File: src/rtl/alu_share_arb.sv
// Round-robin arbiter that shares one combinational ALU between the integer
// issue path (req0) and the branch-compare path (req1), with a tagged response.
module alu_share_arb #(
  parameter int             WIDTH  = 32,
  parameter int             OPW    = 5,
  parameter logic [OPW-1:0] MAX_OP = 5'b01111
) (
  input  logic             clk,
  input  logic             rst_n,
  input  logic             req0_valid,
  output logic             req0_ready,
  input  logic [WIDTH-1:0] req0_a,
  input  logic [WIDTH-1:0] req0_b,
  input  logic [OPW-1:0]   req0_op,
  input  logic             req1_valid,
  output logic             req1_ready,
  input  logic [WIDTH-1:0] req1_a,
  input  logic [WIDTH-1:0] req1_b,
  input  logic [OPW-1:0]   req1_op,
  output logic [WIDTH-1:0] alu_a,
  output logic [WIDTH-1:0] alu_b,
  output logic [OPW-1:0]   alu_op,
  input  logic [WIDTH-1:0] alu_y,
  input  logic             alu_zero,
  output logic             rsp_valid,
  input  logic             rsp_ready,
  output logic             rsp_id,
  output logic [WIDTH-1:0] rsp_y,
  output logic             rsp_zero,
  output logic             rsp_err,
  output logic             busy
);

  typedef enum logic [1:0] {IDLE, EXEC, RESP} state_t;

  state_t state;
  logic   last_grant;
  logic   id;
  logic   any_valid;
  logic   grant_id;

  // Under contention the requester that did not win last time is favoured.
  assign any_valid  = req0_valid | req1_valid;
  assign grant_id   = (req0_valid && req1_valid) ? ~last_grant : req1_valid;
  assign req0_ready = (state == IDLE) && req0_valid && !grant_id;
  assign req1_ready = (state == IDLE) && req1_valid && grant_id;
  assign busy       = (state != IDLE);

  always_ff @(posedge clk or negedge rst_n) begin
    if (!rst_n) begin
      state      <= IDLE;
      last_grant <= 1'b1;
      id         <= 1'b0;
      alu_a      <= '0;
      alu_b      <= '0;
      alu_op     <= '0;
      rsp_valid  <= 1'b0;
      rsp_id     <= 1'b0;
      rsp_y      <= '0;
      rsp_zero   <= 1'b0;
      rsp_err    <= 1'b0;
    end else begin
      case (state)
        IDLE: begin
          if (any_valid) begin
            alu_a      <= grant_id ? req1_a  : req0_a;
            alu_b      <= grant_id ? req1_b  : req0_b;
            alu_op     <= grant_id ? req1_op : req0_op;
            id         <= grant_id;
            last_grant <= grant_id;
            state      <= EXEC;
          end
        end
        EXEC: begin
          rsp_valid <= 1'b1;
          rsp_id    <= id;
          // Illegal opcodes never expose the ALU output.
          if (alu_op > MAX_OP) begin
            rsp_err  <= 1'b1;
            rsp_y    <= '0;
            rsp_zero <= 1'b1;
          end else begin
            rsp_err  <= 1'b0;
            rsp_y    <= alu_y;
            rsp_zero <= alu_zero;
          end
          state <= RESP;
        end
        RESP: begin
          if (rsp_ready) begin
            rsp_valid <= 1'b0;
            state     <= IDLE;
          end
        end
        default: state <= IDLE;
      endcase
    end
  end

endmodule

File: config.mk
export PLATFORM = sky130hd
export DESIGN_NAME = alu_share_arb
export DESIGN_NICKNAME = d
export VERILOG_FILES = /design/src/rtl/alu_share_arb.sv
export SDC_FILE = /design/constraint.sdc
export NUM_CORES = 1
export LEC_CHECK = 0
export ABC_AREA = 1
export CORE_ASPECT_RATIO = 0.9
export CORE_MARGIN = 3
export CORE_UTILIZATION = 35
export DETAILED_ROUTE_END_ITERATION = 7
export DONT_BUFFER_PORTS = 1
export PLACE_DENSITY = 0.61
export SYNTH_ARGS = -nofsm -noshare
export SYNTH_HDL_FRONTEND = slang
export SYNTH_SLANG_ARGS = --single-unit
File: constraint.sdc
create_clock -name clk -period 1.8 [get_ports clk]
set_input_delay 0.27 -clock clk [delete_from_list [all_inputs] [get_ports clk]]
set_output_delay 0.27 -clock clk [all_outputs]
set_load 0.01 [all_outputs]
==> results of run 1 <==
## cells in the final DEF, fill, tap and decap left out
cell	count
inv_1	142
inv_2	4
clkbuf_16	9
buf_4	7
dfrtp_1	108
inv_6	1
nor2_4	2
dfstp_2	1
nand3_1	139
nand2_2	2
clkinvlp_4	2
inv_8	2
nor2_1	6
buf_12	3
o21ai_0	5
clkinv_8	2
nor2_2	1
nand2_1	311
## layout make-up
| cell class | instances | area (sq um) |
|---|---|---|
| Inverter | 146 | 548 |
| Clock inverter | 7 | 78.8 |
| Multi-Input combinational cell | 466 | 1950 |
| Timing Repair Buffer | 10 | 113 |
| Fill cell | 1612 | 9030 |
| Clock buffer | 9 | 225 |
| Sequential cell | 109 | 2730 |
| Tap cell | 198 | 248 |
## synth_stat cells
cell	count	area [sq um]
inv_1	142	533
nor2_4	2	22.5
clkbuf_1	10	37.5
nor2_2	1	6.26
buf_4	3	22.5
dfrtp_1	108	2700
nand3_1	139	696
dfstp_2	1	26.3
o21ai_0	5	25.0
nor2_1	6	22.5
buf_2	29	145
nand2_1	313	1170
inv_2	4	15.0
## cells by family after synthesis
group / after synthesis / share of synthesized area [%]
buffers and inverters: 188 / 13.9
and+or+nand+nor: 461 / 35.4
AOI/OAI and AO/OA: 5 / 0.461
DFF: 109 / 50.3
## repair_timing
item | in CTS | in global routing
hold endpoints to repair | 109 | 109
setup endpoints to repair | 0 | 0
buffers inserted | 0 | 0
## report_power, final
part	leakage [nW]	total [mW]	switching, mW	internal (mW)
clock	0.142	1.98	0.996	0.988
sequential	1.34	5.10	1.46	3.64
combinational	2.02	3.01	1.97	1.05
## how the worst max path moves through the flow
stage          startpoint         end  slack [ps]
6_report       last_grant  req0_ready         180
5_1_grt        last_grant  req0_ready          90
4_1_cts        last_grant  req0_ready         110
3_5_place_dp     state[1]    alu_b[6]         260
3_3_place_gp     state[1]    alu_a[7]         310
2_1_floorplan  last_grant  req0_ready         350
## registers in the layout, summed over array words and instances (netlist names)
register and flops:
rsp_y 32, rsp_zero 1, alu_a 32, rsp_valid 1, state 2, alu_b 32
last_grant 1, rsp_err 1, rsp_id 1, id 1, alu_op 5
## metal layers
metal | vias to the layer above | GRT usage [%] | wire, um
met5 | - | 0 | 0
met4 | 0 | 4.86 | 196
met3 | 13 | 6.70 | 1590
met2 | 201 | 26.3 | 7030
met1 | 2037 | 19.6 | 5930
li1 | 2217 | - | -
==> impl_metrics.csv, run 1 <==
group,metric,value,unit
outcome,status,"finished, violations left",
outcome,violations,"hold timing",
detailed_routing,wl_per_cell,15.6,um
worst_setup_path,reg2reg_to,"alu_a[13]",
floorplanning,ios,284,
detailed_routing,drc,0,
detailed_routing,antenna_left,0,
pwr,pwr_density_cell,1710,nW/um^2
timing,timing.final.ws_setup,176,ps
clock_tree,h-tree-depth,3,
clock_tree,clock-sinks,109,
clock_tree,cts_buffer_depth,2,
floorplanning,core_area,14900,sq um
worst_setup_path,r2r_start,"state[1]",
global_routing,grt-ovfl-total,0,
worst_setup_path,max_stage_delay,540,ps
worst_setup_path,rrSetupSlack,270,ps
timing,max_freq,0.616,GHz
worst_setup_path,crit_path_frequent_cell,"nand2_2",
timing,rsz0062_at_grt,"false",
pwr,vdd.ir_drop.worst,0.000784,V
place,place_area,5590,sq um
pwr,total_power,10.1,mW
global_routing,antenna_found_initial,0,
timing,tightest_slew,468,ps
logic_synthesis,ys_ff_latch,109,
detailed_routing,dr_total_vias,4468,
detailed_routing,drt_iter0_drc,258,
worst_setup_path,start_kind,"flop",
job,drv_cap,0,
timing,whs,-391,ps
timing,skew,7.17,ps
timing,finalCritPeriodShare,90.2,%
clock_tree,cts.repair.resized,0,
place,place_ws,261,ps
floorplanning,die_x,137,um
worst_setup_path,cp-end-kind,"output pin",
worst_setup_path,cpMaxStageDelayCell,"dfstp_2",
clock_tree,cts_tree,"done",
global_routing,grt_max_degree,110,
global_routing,grt_pass1_wl,21.4,mm
place,dpl.hpwl,10.4,mm
timing,setup-tns-final,0,ps
worst_setup_path,cp.arrival,1350,ps
place,port-buffer-count,0,
final_layout,n_antenna_cell,0,
worst_setup_path,reg2regPathDepth,6,
worst_setup_path,path_cells,"nand2_2 > nand2_2 > inv_1 > nor2_1",
global_routing,grt_pass1_vias,4049,
detailed_routing,drt-pass1-iter-count,4,
final_layout,nets,918,
logic_synthesis,synthCells,763,
timing,max_slew_margin,68.8,%
global_routing,grt_util_all_layers,16.2,%
floorplanning,start_util,36.4,%
floorplanning,num_rows,42,
logic_synthesis,yosys_warnings,0,
timing,min_period,1620,ps
worst_setup_path,cp_num_buf_inv,1,
logic_synthesis,synth_area_per_cell,7.12,sq um
worst_setup_path,path_class,"flop to output pin",
place,gp_congestion,0.746,
final_layout,final_cells,945,
timing,finalSetupViolCount,0,
worst_setup_path,worstPathMaxFanout,5,
final_layout,layout-drive-gt1-share,4.82,%
logic_synthesis,syn_nets,939,
floorplanning,dieArea,17000,sq um
timing,final-hold-violation-count,109,
clock_tree,cts.clk_slew.worst_paths,80,ps
detailed_routing,wl,14.8,mm
final_layout,utilization,39.5,%
pwr,p_leak,3.51,nW
worst_setup_path,crit_required,1530,ps
floorplanning,die_h,124,um
clock_tree,clock-root-buffer,"clkbuf_16",
timing,slew_violations,0,
final_layout,area_growth,8.55,%
logic_synthesis,synth_area,5430,sq um
clock_tree,numCtsBuffers,9,
place,place_inst,929,
worst_setup_path,critical_path.top_delay_family,"flip-flops",
worst_setup_path,worst-path-stages,4,
worst_hold_path,min_path_type,"input port to async pin",
final_layout,final_area,5890,sq um
clock_tree,clock_latency,350,ps
logic_synthesis,synth_cell_type_count,13,
logic_synthesis,ys_seq_area_share,50.3,%
detailed_routing,vias_per_cell,4.73,
Power figures use the tool's default switching activity.
==> run 2: changes to the inputs <==
clock period = 1.7 ns   (was 1.8 ns; I/O delays follow)
==> run 2 against run 1 <==
Effect of this change: the run still ends with hold timing left; first-iteration DRC count grew 13%; critical path depth did not move; clock power increased by 10%; sequential share of layout area fell by 0.92 points; final cell count up 0.63%; non-clock buffer count is 6 higher; highest routed layer unchanged; clock skew grew 6.7 ps; largest cell class unchanged.
==> impl_metrics.csv, run 2 (synthesis results as in run 1) <==
group,metric,value,unit
floorplanning,num_rows,42,
detailed_routing,wl_per_cell,15.7,um
worst_setup_path,path_class,"flop to output pin",
global_routing,grt_util_all_layers,16.8,%
timing,final-hold-violation-count,109,
worst_setup_path,worstPathMaxFanout,11,
worst_setup_path,cp-endpoint,"req0_ready",
timing,min_period,1640,ps
place,dpl.hpwl,10.5,mm
pwr,pwr_density_cell,1820,nW/um^2
pwr,clkPwrFrac,19.9,%
detailed_routing,drt_iter0_drc,291,
worst_setup_path,reg2reg_to,"alu_op[4]",
detailed_routing,antenna_left,0,
place,place_inst,930,
clock_tree,cts.clk_slew.worst_paths,70,ps
pwr,p_seq_share,49.5,%
pwr,p_leak,3.56,nW
worst_setup_path,start_kind,"flop",
detailed_routing,drc,0,
floorplanning,ios,284,
clock_tree,ctsHoldBuffers,5,
clock_tree,clock_latency,350,ps
clock_tree,clock-root-buffer,"clkbuf_16",
final_layout,fill_cells,1576,
clock_tree,clock-sinks,109,
final_layout,final_area,6010,sq um
global_routing,antenna_found_initial,0,
pwr,vdd.ir_drop.worst,0.000692,V
worst_setup_path,crit_required,1440,ps
clock_tree,h-tree-depth,3,
final_layout,multi_input_area,1960,sq um
worst_setup_path,max_stage_delay,540,ps
final_layout,layout-drive-gt1-share,5.18,%
pwr,p_comb_share,30.6,%
detailed_routing,dr_total_vias,4527,
worst_setup_path,rrSetupSlack,220,ps
timing,skew,13.9,ps
pwr,power.switching,4.69,mW
worst_setup_path,crit_start,"last_grant",
worst_setup_path,path_cells,"nand2_2 > nand2_4 > inv_1 > nor2_2",
place,gp_congestion,0.757,
outcome,status,"finished, violations left",
worst_hold_path,min_path_type,"input port to async pin",
global_routing,grt_max_degree,110,
clock_tree,cts_buffer_depth,2,
timing,finalSetupViolCount,0,
global_routing,grt_pass1_wl,22.3,mm
timing,tightest_slew,344,ps
final_layout,layout_commonest_cell,"nand2_1",
final_layout,final_cells,951,
global_routing,grt-ovfl-total,0,
timing,setup-tns-final,0,ps
detailed_routing,drt-pass1-iter-count,4,
clock_tree,numCtsBuffers,9,
timing,max_freq,0.611,GHz
worst_setup_path,cpMaxStageDelayCell,"dfstp_2",
place,port-buffer-count,0,
timing,slew_violations,0,
outcome,violations,"hold timing",
timing,whs,-403,ps
final_layout,regArea,2730,sq um
worst_setup_path,cp-end-kind,"output pin",
job,drv_cap,0,
detailed_routing,vias_per_cell,4.76,
floorplanning,die_x,137,um
final_layout,layout_common_cells,"nand2_1, inv_1, nand3_1, dfrtp_1, clkbuf_16",
timing,max_slew_margin,77.1,%
final_layout,top_regs,"alu_a x32, alu_b x32, rsp_y x32",
pwr,p_sw_share,42.9,%
floorplanning,dieArea,17000,sq um
global_routing,grt_pass1_vias,4147,
timing,finalCritPeriodShare,96.3,%
floorplanning,core_area,14900,sq um
final_layout,n_antenna_cell,0,
floorplanning,start_util,36.4,%
place,place_area,5650,sq um
final_layout,nets,924,
pwr,p_int,6.23,mW
detailed_routing,wl,15.0,mm
timing,rsz0062_at_grt,"false",
clock_tree,cts_tree,"done",
worst_setup_path,reg2regPathDepth,6,
floorplanning,die_h,124,um
worst_setup_path,cp.arrival,1380,ps
final_layout,area_growth,10.7,%
worst_setup_path,r2r_start,"state[1]",
## run 2: changes by cell type in the layout (fill, tap and decap cells not counted), sizes merged
cell / previous run / this run
dlygate4sd3: 0 / 5
buf: 10 / 11
bufinv: 0 / 1
clkinvlp: 2 / 1
## run 2: what timing repair did
action | CTS | global route
hold endpoints to repair | 114 | 109
gates cloned | 0 | 0
gates resized for setup | 2 | 1
setup buffers | 0 | 0
endpoints found under the setup margin | 1 | 1
## run 2: how the worst min path moves through the flow
| stage | startpoint | end | slack [ps] | cells after the start |
|---|---|---|---|---|
| 2_1_floorplan | rst_n | alu_a[0] | -40 | 0 |
| 3_5_place_dp | rst_n | rsp_y[7] | -40 | 0 |
| 5_1_grt | rst_n | rsp_y[2] | -430 | 0 |
| 4_1_cts | rst_n | alu_op[4] | -430 | 0 |
| 3_3_place_gp | rst_n | rsp_y[2] | -40 | 0 |
| 6_report | rst_n | rsp_y[2] | -400 | 0 |
## run 2: stage by stage
stage          worst slack, ps  utilization, %  power, mW  hold slack (ps)
2_1_floorplan              266               -       7.67            -40.6
3_5_place_dp               198            37.8       8.88            -38.0
5_1_grt                   3.00            40.3       11.9             -434
4_1_cts                   49.1            40.3       11.1             -426
6_report                  63.7            40.3       10.9             -403
3_3_place_gp               232            37.8       8.80            -38.1
## run 2: critical path, delay by kind of cell (launching register included)
family / cells / cell delay (ps)
and+or+nand+nor: 3 / 420
buffers and inverters: 1 / 70
DFF: 1 / 540
## run 2: per-layer routing
| layer | track usage (%) | vias up | wire length (um) |
|---|---|---|---|
| li1 | - | 2233 | - |
| met1 | 20.9 | 2062 | 6080 |
| met2 | 26.6 | 216 | 6980 |
| met3 | 6.95 | 16 | 1680 |
| met4 | 5.42 | 0 | 232 |
| met5 | 0 | - | 0 |
## run 2: cell type report
class                      count  share of cell area (%)
sequential                   109                    45.4
inverter                     146                    9.12
clock buffer                   9                    3.75
tap                          198                    4.12
timing repair buffer          16                    3.66
multi-input combinational    466                    32.6
clock inverter                 7                    1.33
## run 2: power by group through the flow
stage	clock network (mW)	registers, mW	logic, mW
finish	2.18	5.41	3.34
CTS	2.27	5.46	3.41
floorplan	0	5.08	2.60
global route	2.38	5.60	3.89
detailed placement	0	5.48	3.40
global placement	0	5.51	3.29
